**src/rtl/fetch_unit.sv**
```systemverilog
// Instruction-fetch stage: owns the PC, selects the next PC from the sequential, branch
// and JALR sources, and captures the fetched instruction into the IF/ID register.
// Ports: clk/reset (sync, active-high); stall, flush, branch_*, jalr_* control;
//   pc is the imem address and instruction_in is the combinational imem data;
//   if_id_* is the decode bundle; misalign_err is sticky; fetch_count counts valid loads.
module fetch_unit #(
  parameter int                     INS_ADDRESS = 32,
  parameter int                     INS_W       = 32,
  parameter logic [INS_ADDRESS-1:0] RESET_PC    = '0,
  parameter logic [INS_W-1:0]       NOP_INSTR   = 'h13
) (
  input  logic                   clk,
  input  logic                   reset,
  input  logic                   stall,
  input  logic                   flush,
  input  logic                   branch_taken,
  input  logic [INS_ADDRESS-1:0] branch_target,
  input  logic                   jalr_taken,
  input  logic [INS_ADDRESS-1:0] jalr_target,
  output logic [INS_ADDRESS-1:0] pc,
  input  logic [INS_W-1:0]       instruction_in,
  output logic [INS_ADDRESS-1:0] if_id_pc,
  output logic [INS_ADDRESS-1:0] if_id_pc_plus4,
  output logic [INS_W-1:0]       if_id_instruction,
  output logic                   if_id_valid,
  output logic                   misalign_err,
  output logic [31:0]            fetch_count
);

  typedef enum logic {BOOT, RUN} state_t;

  state_t                 state_q;
  state_t                 state_d;
  logic [INS_ADDRESS-1:0] pc_d;
  logic [INS_ADDRESS-1:0] pc_inc;
  logic [INS_ADDRESS-1:0] target;
  logic                   redirect;
  logic                   id_load;
  logic                   id_bubble;
  logic                   err_set;

  assign pc_inc   = pc + INS_ADDRESS'(4);
  assign redirect = jalr_taken | branch_taken;
  // JALR clears bit 0 of rs1+imm before use.
  assign target   = jalr_taken ? {jalr_target[INS_ADDRESS-1:1], 1'b0}
                               : branch_target;

  always_comb begin
    state_d   = state_q;
    pc_d      = pc;
    id_load   = 1'b0;
    id_bubble = 1'b0;
    err_set   = 1'b0;
    unique case (state_q)
      BOOT: begin
        state_d   = RUN;
        id_bubble = 1'b1;
      end
      RUN: begin
        if (redirect) begin
          // The fetch currently in flight is wrong-path; drop it.
          pc_d      = target;
          id_bubble = 1'b1;
          err_set   = |target[1:0];
        end else if (stall) begin
          pc_d = pc;
        end else if (flush) begin
          pc_d      = pc_inc;
          id_bubble = 1'b1;
        end else begin
          pc_d    = pc_inc;
          id_load = 1'b1;
        end
      end
      default: state_d = BOOT;
    endcase
  end

  always_ff @(posedge clk) begin
    if (reset) begin
      state_q           <= BOOT;
      pc                <= RESET_PC;
      if_id_pc          <= '0;
      if_id_pc_plus4    <= '0;
      if_id_instruction <= NOP_INSTR;
      if_id_valid       <= 1'b0;
      misalign_err      <= 1'b0;
      fetch_count       <= '0;
    end else begin
      state_q <= state_d;
      pc      <= pc_d;
      if (err_set)
        misalign_err <= 1'b1;
      if (id_load) begin
        if_id_pc          <= pc;
        if_id_pc_plus4    <= pc_inc;
        if_id_instruction <= instruction_in;
        if_id_valid       <= 1'b1;
        fetch_count       <= fetch_count + 32'd1;
      end else if (id_bubble) begin
        if_id_instruction <= NOP_INSTR;
        if_id_valid       <= 1'b0;
      end
    end
  end

endmodule

```
**config.mk**
```make
export PLATFORM = sky130hd
export DESIGN_NAME = fetch_unit
export DESIGN_NICKNAME = d
export VERILOG_FILES = /design/src/rtl/fetch_unit.sv
export SDC_FILE = /design/constraint.sdc
export NUM_CORES = 1
export LEC_CHECK = 0
export CAP_MARGIN = 20
export CORE_AREA = 2 2 113 143
export DETAILED_ROUTE_END_ITERATION = 10
export DIE_AREA = 0 0 115 145
export PLACE_DENSITY = 0.81
export SKIP_LAST_GASP = 1
export SYNTH_ARGS = -nofsm -noshare
export SYNTH_HDL_FRONTEND = slang
export SYNTH_SLANG_ARGS = --single-unit
```
**constraint.sdc**
```tcl
create_clock -name clk -period 2.9 [get_ports clk]
set_input_delay 0.29 -clock clk [delete_from_list [all_inputs] [get_ports clk]]
set_output_delay 0.29 -clock clk [all_outputs]
set_load 0.1 [all_outputs]
```
Word level (Yosys, flattened, before mapping)
Index checks and enable logic that the tools add are counted.

operators by class
  bitwise operators = 2
  multiplexer cells = 18
  reduce and logical (&&, ||, !) cells = 3
  eq/ne operators = 1
  add/sub/neg operators = 2

operators by type and width
  cell                                                   count
  two-way mux 32 bit                                     5
  adder 32 x 1 -> 32 bit, second input constant          1
  adder 32 x 3 -> 32 bit, second input constant          1
  two-way mux 1 bit                                      12
  inequality test 2 x 1 -> 1 bit, second input constant  1
  case mux 1 bit (2 select lines)                        1
  AND reduction 2 bit                                    1
  nonzero test 2 bit                                     1
  OR reduction 2 bit                                     1
  inverter 1 bit                                         1
  OR 1 bit                                               1

storage, ports and cells
  output and inout port bits = 162
  flip-flop bits (word level) = 163
  input port bits = 102
  logic and storage cells = 34

Depth between registers and ports, before layout
  depth after elaboration = 6
  mapped depth = 8
  gate-level depth less buffers = 6

Worst setup path before layout
Ideal clock, no wire load.

  path type = register -> register
  from = register fetch_count[7]
  to = register fetch_count[25]
  setup time = 0.070 ns
  cell stages (with the launch flop) = 6
  required time = 2.830 ns
  slack = 0.215 ns
  clock period less this slack = 2.685 ns
  data arrival time = 2.615 ns
  path buffers = 1
  cell sequence = dfxtp_1 > nand4_2 > or4_4 > buf_6 > or4_1 > a21oi_1

between the ends
  longest elaborated chain between the ends = 1

ends and longest elaborated chain
  what                      line  text
  start: declaration        27    output logic [31:0] fetch_count
  start signal: assignment  99    fetch_count <= fetch_count + 32'd1;
  adder 32 x 1 -> 32 bit    99

Every way passes these cells.
A chain may end at the register's enable or synchronous reset.

Worst setup path after layout
  from = register pc[2]
  to = register if_id_pc_plus4[28]

between the ends
  longest elaborated chain between the ends = 1

ends and longest elaborated chain
  what                      line  text
  start: declaration        20    output logic [INS_ADDRESS-1:0] pc,
  start signal: assignment  91    pc <= pc_d;
  adder 32 x 3 -> 32 bit    42    assign pc_inc = pc + INS_ADDRESS'(4);
  end signal: assignment    96    if_id_pc_plus4 <= pc_inc;
  end: declaration          23    output logic [INS_ADDRESS-1:0] if_id_pc_plus4,

Every way passes these cells.

==> qor.csv <==
stage,metric,value,unit
outcome,status,"complete, no violations",
timing,finalSetupViolCount,0,
detailed_routing,drt-initial-drc-count,704,
timing,hold_viol,0,
placed_design,placed_cell_area,0.00953,mm2
clocking,cts_tree,done,
timing,rsz0062_at_grt,false,
yosys,syn_area_per_cell,8.20,um2
yosys,synth_fp_nets,985,
yosys,synth_area_leaders,"dfxtp_1 45%, a21oi_1 6.6%, nand2_1 5.5%",
timing,fin_crit,2320,ps
clocking,hold_buffers,0,
final_layout,drive_gt1_share,20.8,%
detailed_routing,firstDrtPassIters,5,
die,start_util,47.2,%
detailed_routing,wirelength,23600,um
yosys,netlist_area,0.00723,mm2
yosys,synth-edff-count,0,
die,fp.dieW,115,um
clocking,cts_resized,0,
timing,fin_worst_skew,11.3,ps
timing,report.final.slew_viol_count,0,
clocking,clk_pin_slew,60,ps
clocking,cts_setup_buffers,0,
worst_setup_path,cp-start-kind,register,
die,die-area,0.0167,mm2
worst_setup_path,cp.arrival,2620,ps
clocking,cts_root_buf,clkbuf_16,
die,core,0.0153,mm2
die,die-height,145,um
power,static-leakage-power,0.00383,uW
timing,min_period_over_period,80.0,%
detailed_routing,dr_total_vias,7498,
timing,fmax,431,MHz
clocking,clockBufferDepth,2,
yosys,async_flop_share,0,%
power,power.density,529,mW/mm2
grt,grt_max_degree,100,
final_layout,area_delta_synth_final,40.0,%
grt,grt_pass1_wl,37600,um
clocking,h-tree-depth,4,
detailed_routing,drc,0,
yosys,synth_cell_type_count,60,
detailed_routing,vias_per_cell,5.74,
yosys,synth-seq-cells,161,
die,io_pins,264,
worst_setup_path,cp.required,3200,ps
grt,grt_pass1_vias,7147,
yosys,synthCells,881,
clocking,clkLatencyLatePin,430,ps
grt,antenna_found_initial,0,
timing,max_slew_margin,51.3,%
worst_setup_path,crit_slowest_cell,nor4b_1,
yosys,seq_area_frac_synth,44.6,%
yosys,yosysWarnings,0,
final_layout,insertedDiodeCount,0,
yosys,synth_top_area_cell,dfxtp_1,
yosys,yosys_most_used_dff,dfxtp_1,
final_layout,nets,1212,
clocking,cts_sinks,161,
clocking,cts_buffers,17,
timing,worst_pin_slew,730,ps
worst_setup_path,path_cells,ha_1 > and2_1 > nand4_1 > nor4b_1 > xnor2_1 > a21oi_1,
detailed_routing,ant_nets,0,
worst_setup_path,worstSetupPathType,reg2reg,
final_layout,fin_area,0.0101,mm2
detailed_routing,wire_per_inst,18.1,um
final_layout,n_fill_cell,1332,
worst_setup_path,crit_fanout,7,
flow_run,drv_cap,0,
placed_design,numPortBuffers,262,
grt,grt_use_total,28.4,%
power,ir_drop,0.000354,V
timing,finalSetupTns,0,ps
placed_design,place.gp.congestion,0.944,
placed_design,post-dp-hpwl,16800,um
worst_setup_path,cp-end-kind,register,
yosys,netlist.area_leader.share,44.6,%
worst_setup_path,slowest_delay,670,ps
die,rows,51,
grt,grt_overflow,0,
min_path,hp-class,in2reg,
[per-layer routing]
| layer | vias to the layer above | GRT usage, % | share of wire [%] |
|---|---|---|---|
| li1 | 3591 | - | - |
| met1 | 3528 | 35.4 | 40 |
| met2 | 334 | 46.6 | 49 |
| met3 | 45 | 6.93 | 8.0 |
| met4 | 0 | 11.5 | 2.9 |
| met5 | - | 0 | 0 |
[metrics by stage]
| stage | hold slack [ps] | total power, uW | util [%] | std cells | worst slack [ps] |
|---|---|---|---|---|---|
| 3_3_place_gp | 443 | 3220 | 62.2 | 1273 | 287 |
| 4_1_cts | 138 | 5370 | 65.9 | 1305 | 605 |
| 3_5_place_dp | 448 | 3220 | 62.2 | 1273 | 248 |
| 5_1_grt | 164 | 5520 | 66.1 | 1306 | 417 |
| 6_report | 159 | 5350 | 66.1 | 1306 | 579 |
| 2_1_floorplan | 438 | 2910 | - | 881 | 215 |
[flip-flops by register name, summed over array words and instances (netlist names)]
register / cells
fetch_count: 32
state_q: 1
misalign_err: 1
if_id_pc: 32
pc: 32
if_id_pc_plus4: 30
if_id_valid: 1
if_id_instruction: 32
[power breakdown]
part / switching [uW] / internal [uW] / total, uW
registers: 79.3 / 2260 / 2340
logic: 565 / 278 / 843
clock network: 937 / 1240 / 2170
[final timing paths]
check	to	depth (start not counted)	slack, ps	from
min reg2reg	if_id_pc[19]	2	450	if_id_pc[19]
min	pc[26]	2	160	reset
max reg2reg	if_id_pc_plus4[28]	6	580	pc[2]
max	if_id_pc_plus4[28]	6	580	pc[2]
[worst max-delay path, delay by kind of cell (launching register included)]
family	cells	cell delay, ps
DFF	1	470
AOI/OAI and AO/OA	1	80
and+or+nand+nor	3	1130
xor gates and xnor gates	1	190
adders and majority gates	1	320
[layout make-up]
class	count	area (um2)	area share, %
Sequential cell	161	3220	31.8
Clock buffer	22	464	4.59
Tap cell	185	231	2.29
Clock inverter	10	100	0.989
Timing Repair Buffer	285	2410	23.9
Inverter	18	67.6	0.667
Multi-Input combinational cell	625	3620	35.8
[cells in the mapped netlist, drive strengths merged (5+ instances only)]
cell type / number
inv: 16
a211oi: 10
dfxtp: 161
xnor2: 38
o22ai: 7
and3: 6
nor3: 15
clkbuf: 63
nand4: 18
xor2: 13
or4: 5
nand2: 106
nor2: 95
a22oi: 35
buf: 14
nor4: 13
or3: 11
nand3: 22
o21ai: 54
and4: 12
a21oi: 95
o31a: 5
[cell usage in the layout (no fill, tap or decap), types with 3 or more instances in the layout]
cell	Yosys	layout
or4_1	4	4
clkbuf_16	0	17
and4_1	12	12
a32o_1	3	3
a31oi_1	4	4
a2bb2oi_1	3	3
a221o_1	4	4
nor3_1	15	15
and3_1	6	6
a221oi_1	3	3
o211ai_1	4	4
o21a_1	3	3
a211oi_1	10	10
clkinv_4	0	3
o31ai_1	3	3
inv_6	0	3
a222oi_1	4	4
clkbuf_1	62	3
nor2_1	95	94
a22oi_1	35	35
nor4_1	7	7
buf_4	5	184
xnor2_1	38	38
o22ai_1	7	7
a21oi_1	95	95
xor2_1	13	13
clkdlybuf4s50_1	0	98
nand3_1	22	22
o31a_1	5	5
nor4_2	6	6
nand2_1	106	106
nand4_1	16	16
inv_1	16	16
dfxtp_1	161	161
or3_1	11	11
o32ai_1	4	4
and2_1	4	4
o21ai_0	53	52
[cells by family (layout without fill, tap and decap cells)]
logic type | count (synthesis) | in the layout | synth area share, %
xor+xnor | 51 | 51 | 6.18
flops | 161 | 161 | 44.6
mux | 4 | 4 | 0.589
simple gates | 317 | 317 | 21.3
buf+inv | 95 | 335 | 5.52
fa+ha+maj | 2 | 2 | 0.346
compound gates | 251 | 251 | 21.5
(Power assumes the default switching activity.)
==> RTL edit 1 (same flow settings) <==
`INS_ADDRESS`: 32 -> 16.
--- a/src/rtl/fetch_unit.sv
+++ b/src/rtl/fetch_unit.sv
@@ -6,3 +6,3 @@
 module fetch_unit #(
-  parameter int                     INS_ADDRESS = 32,
+  parameter int                     INS_ADDRESS = 16,
   parameter int                     INS_W       = 32,
Interface: changed (5 resized); port bits go from 264 to 184. The function was not compared with the original's and may differ.
==> RTL edit 1 against the original RTL <==
- sequential cell count decreased by 48
- final cell count is 26% lower
- cell area shrank 27%
- area after synthesis shrank 31%
- setup slack better by 0.12 ns
- total power fell by 18%
- sequential share of layout area down 1.1 points
- routed wire length is 35% lower
==> RTL edit 1: results (changes against the original RTL) <==
* Worst slew pin tran at 0.897 ns (was 0.730 ns)
* Top cells by area, synth: dfxtp_1, a21oi_1, a22oi_1 (was dfxtp_1, a21oi_1, nand2_1)
* Synth Instances at 592 (was 881)
* Final Skew at 0.00747 ns (was 0.0113 ns)
* Post-place setup slack at 0.491 ns (was 0.248 ns)
* Worst ir drop on vdd at 0.358 mV (was 0.354 mV)
* GRT Resource Usage Total at 0.184 (was 0.284)
* Pin count of the biggest net entering global routing at 38 (was 100)
* Lkg Pwr at 2.81 nW (was 3.83 nW)
* Non-Filler Instances at 961 (was 1306)
* Seq/Total Area, Yosys at 0.455 (was 0.446)
* Clk_lat worst skew at 0.41 ns (was 0.43 ns)
* GPL Wtd Cong at 0.812 (was 0.944)
* Metal2 WL at 7420 µm (was 11700 µm)
* Most common library cells after synthesis: dfxtp_1, nand2_1, a21oi_1, nor2_1, clkbuf_1 (unchanged)
* Max FO, Critical Path at 8 (was 7)
* Hold_ws at 0.279 ns (was 0.159 ns)
* Final net count at 836 (was 1212)
* Met1 WL at 6440 µm (was 9390 µm)
* Final Cycle Share at 0.760 (was 0.800)
* Syn Nets at 664 (was 985)
* Critical path startpoint: fetch_count[4] (was pc[2])
* Vias per cell at 5.34 (was 5.74)
* Outcome: finished clean (unchanged)
* DP Cell Count at 929 (was 1273)
* Met3 wire len at 981 µm (was 1890 µm)
* First-pass GRT wire length at 24300 µm (was 37600 µm)
* Vias in the first global route at 4720 (was 7147)
* Post-synth cell types at 53 (was 60)
## RTL edit 1: changes by cell type after synthesis, moves of 26 or more
cell      unedited run  this run
a21oi_1             95        62
clkbuf_1            62        35
dfxtp_1            161       113
nand2_1            106        64
nor2_1              95        57
xnor2_1             38        12
## RTL edit 1: worst max-delay path, cell delays in order, from the launching register on
cell and delay, ns:
dfxtp_1 0.47, nand4_2 0.18, or4_1 0.70, nor4_1 0.36, mux2_2 0.37
## RTL edit 1: layer usage
| metal | vias up | track usage |
|---|---|---|
| met5 | - | 0 |
| met4 | 0 | 0.0825 |
| met3 | 33 | 0.0493 |
| met2 | 198 | 0.285 |
| met1 | 2399 | 0.236 |
| li1 | 2501 | - |
## RTL edit 1: cell type report
cell class / count / area, µm²
Fill cell: 1475 / 7950
Multi-Input combinational cell: 416 / 2450
Sequential cell: 113 / 2260
Timing Repair Buffer: 201 / 1710
Clock buffer: 22 / 474
Tap cell: 185 / 231
Clock inverter: 9 / 179
Inverter: 15 / 56.3
## RTL edit 1: logic make-up (layout without fill, tap and decap cells)
group / Yosys count / count (layout) / share of synthesized area
and+or+nand+nor: 215 / 215 / 0.220
AOI/OAI and AO/OA: 174 / 174 / 0.221
DFF: 113 / 113 / 0.455
buffers and inverters: 63 / 247 / 0.0521
xor gates and xnor gates: 19 / 19 / 0.0335
muxes: 6 / 6 / 0.0131
adders and majority gates: 2 / 2 / 0.00503
## RTL edit 1: report_power, final
part | total, mW | switching (mW) | internal (mW)
Sequential | 1.61 | 0.0324 | 1.58
Combinational | 0.481 | 0.308 | 0.173
Clock | 2.31 | 0.725 | 1.59
Total | 4.40 | 1.07 | 3.34
## RTL edit 1: final timing paths
check,endpoint,depth (start not counted)
hold / removal,if_id_instruction[2],2
hold reg to reg,if_id_pc[9],2
setup / recovery,fetch_count[25],4
setup reg to reg,fetch_count[25],4
==> RTL edit 2 (config.mk and constraints unchanged) <==
Made on the original files. Make the reset (`reset`) asynchronous in one clocked block.
--- a/src/rtl/fetch_unit.sv
+++ b/src/rtl/fetch_unit.sv
@@ -78,3 +78,3 @@
 
-  always_ff @(posedge clk) begin
+  always_ff @(posedge clk or posedge reset) begin
     if (reset) begin
Formal check against the unedited RTL: differs if reset is asserted again (counterexample within 4 cycles, from zero or initial values and one cycle with reset high); with reset held inactive, the same outputs for 4 cycles.
==> RTL edit 2 against the original RTL <==
- setup slack lost 0.012 ns
- cell area grew 2.9%
- area after synthesis grew 2.1%
- sequential cell count is the same
- routed wire length shrank 7.4%
- synthesized cell count shrank 15%
- die area is the same
Power is not compared: it rests on default switching activity, and its combinational part moved more than twofold at a synthesized area within 25%.
==> RTL edit 2: results (changes against the original RTL) <==
* Top cells by area, synth: dfrtp_1, nand2_1, o21ai_0 (was dfxtp_1, a21oi_1, nand2_1)
* Slew headroom at 0.549 (was 0.513)
* Outcome: finished clean (unchanged)
* Max FO, Critical Path at 6 (was 7)
* Vias per cell at 5.53 (was 5.74)
* Final Skew at 0.0109 ns (was 0.0113 ns)
* Worst path max stage delay at 0.60 ns (was 0.67 ns)
* First-pass GRT wire length at 35300 µm (was 37600 µm)
* Most used DFF post-synth: dfrtp_1 (was dfxtp_1)
* Post-place setup slack at 0.533 ns (was 0.248 ns)
* Worst Hold Class: input pin to async pin (was input pin to register)
* DR iter-0 viols at 433 (was 704)
* Crit path DAT at 2.68 ns (was 2.62 ns)
* Vias in the first global route at 6637 (was 7147)
* GPL Wtd Cong at 0.817 (was 0.944)
* Post-synth ARST share at 1.00 (was 0)
* Post-synth cell types at 50 (was 60)
* Seq/Total Area, Yosys at 0.546 (was 0.446)
* Layout cells sized above 1 at 0.225 (was 0.208)
* Mux contribution to synthesized area at 0.00136 (was 0.00589)
* Metal2 WL at 11000 µm (was 11700 µm)
* Syn avg cell area at 9.85 µm² (was 8.20 µm²)
* Placed wire-length estimate at 15400 µm (was 16800 µm)
* Xor/xnor share of the synthesized area at 0.0700 (was 0.0618)
* Met1 GRT Util at 0.346 (was 0.354)
* GRT Resource Usage Total at 0.269 (was 0.284)
* # fillers at 1196 (was 1332)
* Met3 wire len at 1340 µm (was 1890 µm)
* Final net count at 1101 (was 1212)
* Final WL at 21900 µm (was 23600 µm)
* Met2 usage in global routing at 0.439 (was 0.466)
[RTL edit 2: cell type report]
cell class | instances | area (µm²) | area share
flip-flops and latches | 161 | 4030 | 0.387
multi-input cells | 514 | 3060 | 0.293
repair buffers | 281 | 2430 | 0.234
clock buffers | 18 | 429 | 0.0412
well taps | 185 | 231 | 0.0222
clock inverters | 14 | 144 | 0.0138
inverters | 22 | 86.3 | 0.00829
[RTL edit 2: worst max path at each step]
stage          slack [ns]                     to  depth (start not counted)    startpoint
3_5_place_dp         0.53  if_id_instruction[21]                          4  branch_taken
4_1_cts              0.57                 pc[26]                          6         pc[3]
5_1_grt              0.45                 pc[26]                          6         pc[2]
2_1_floorplan        0.13                 pc[26]                          6         pc[3]
3_3_place_gp         0.55  if_id_instruction[18]                          4  branch_taken
6_report             0.57                 pc[26]                          6         pc[3]
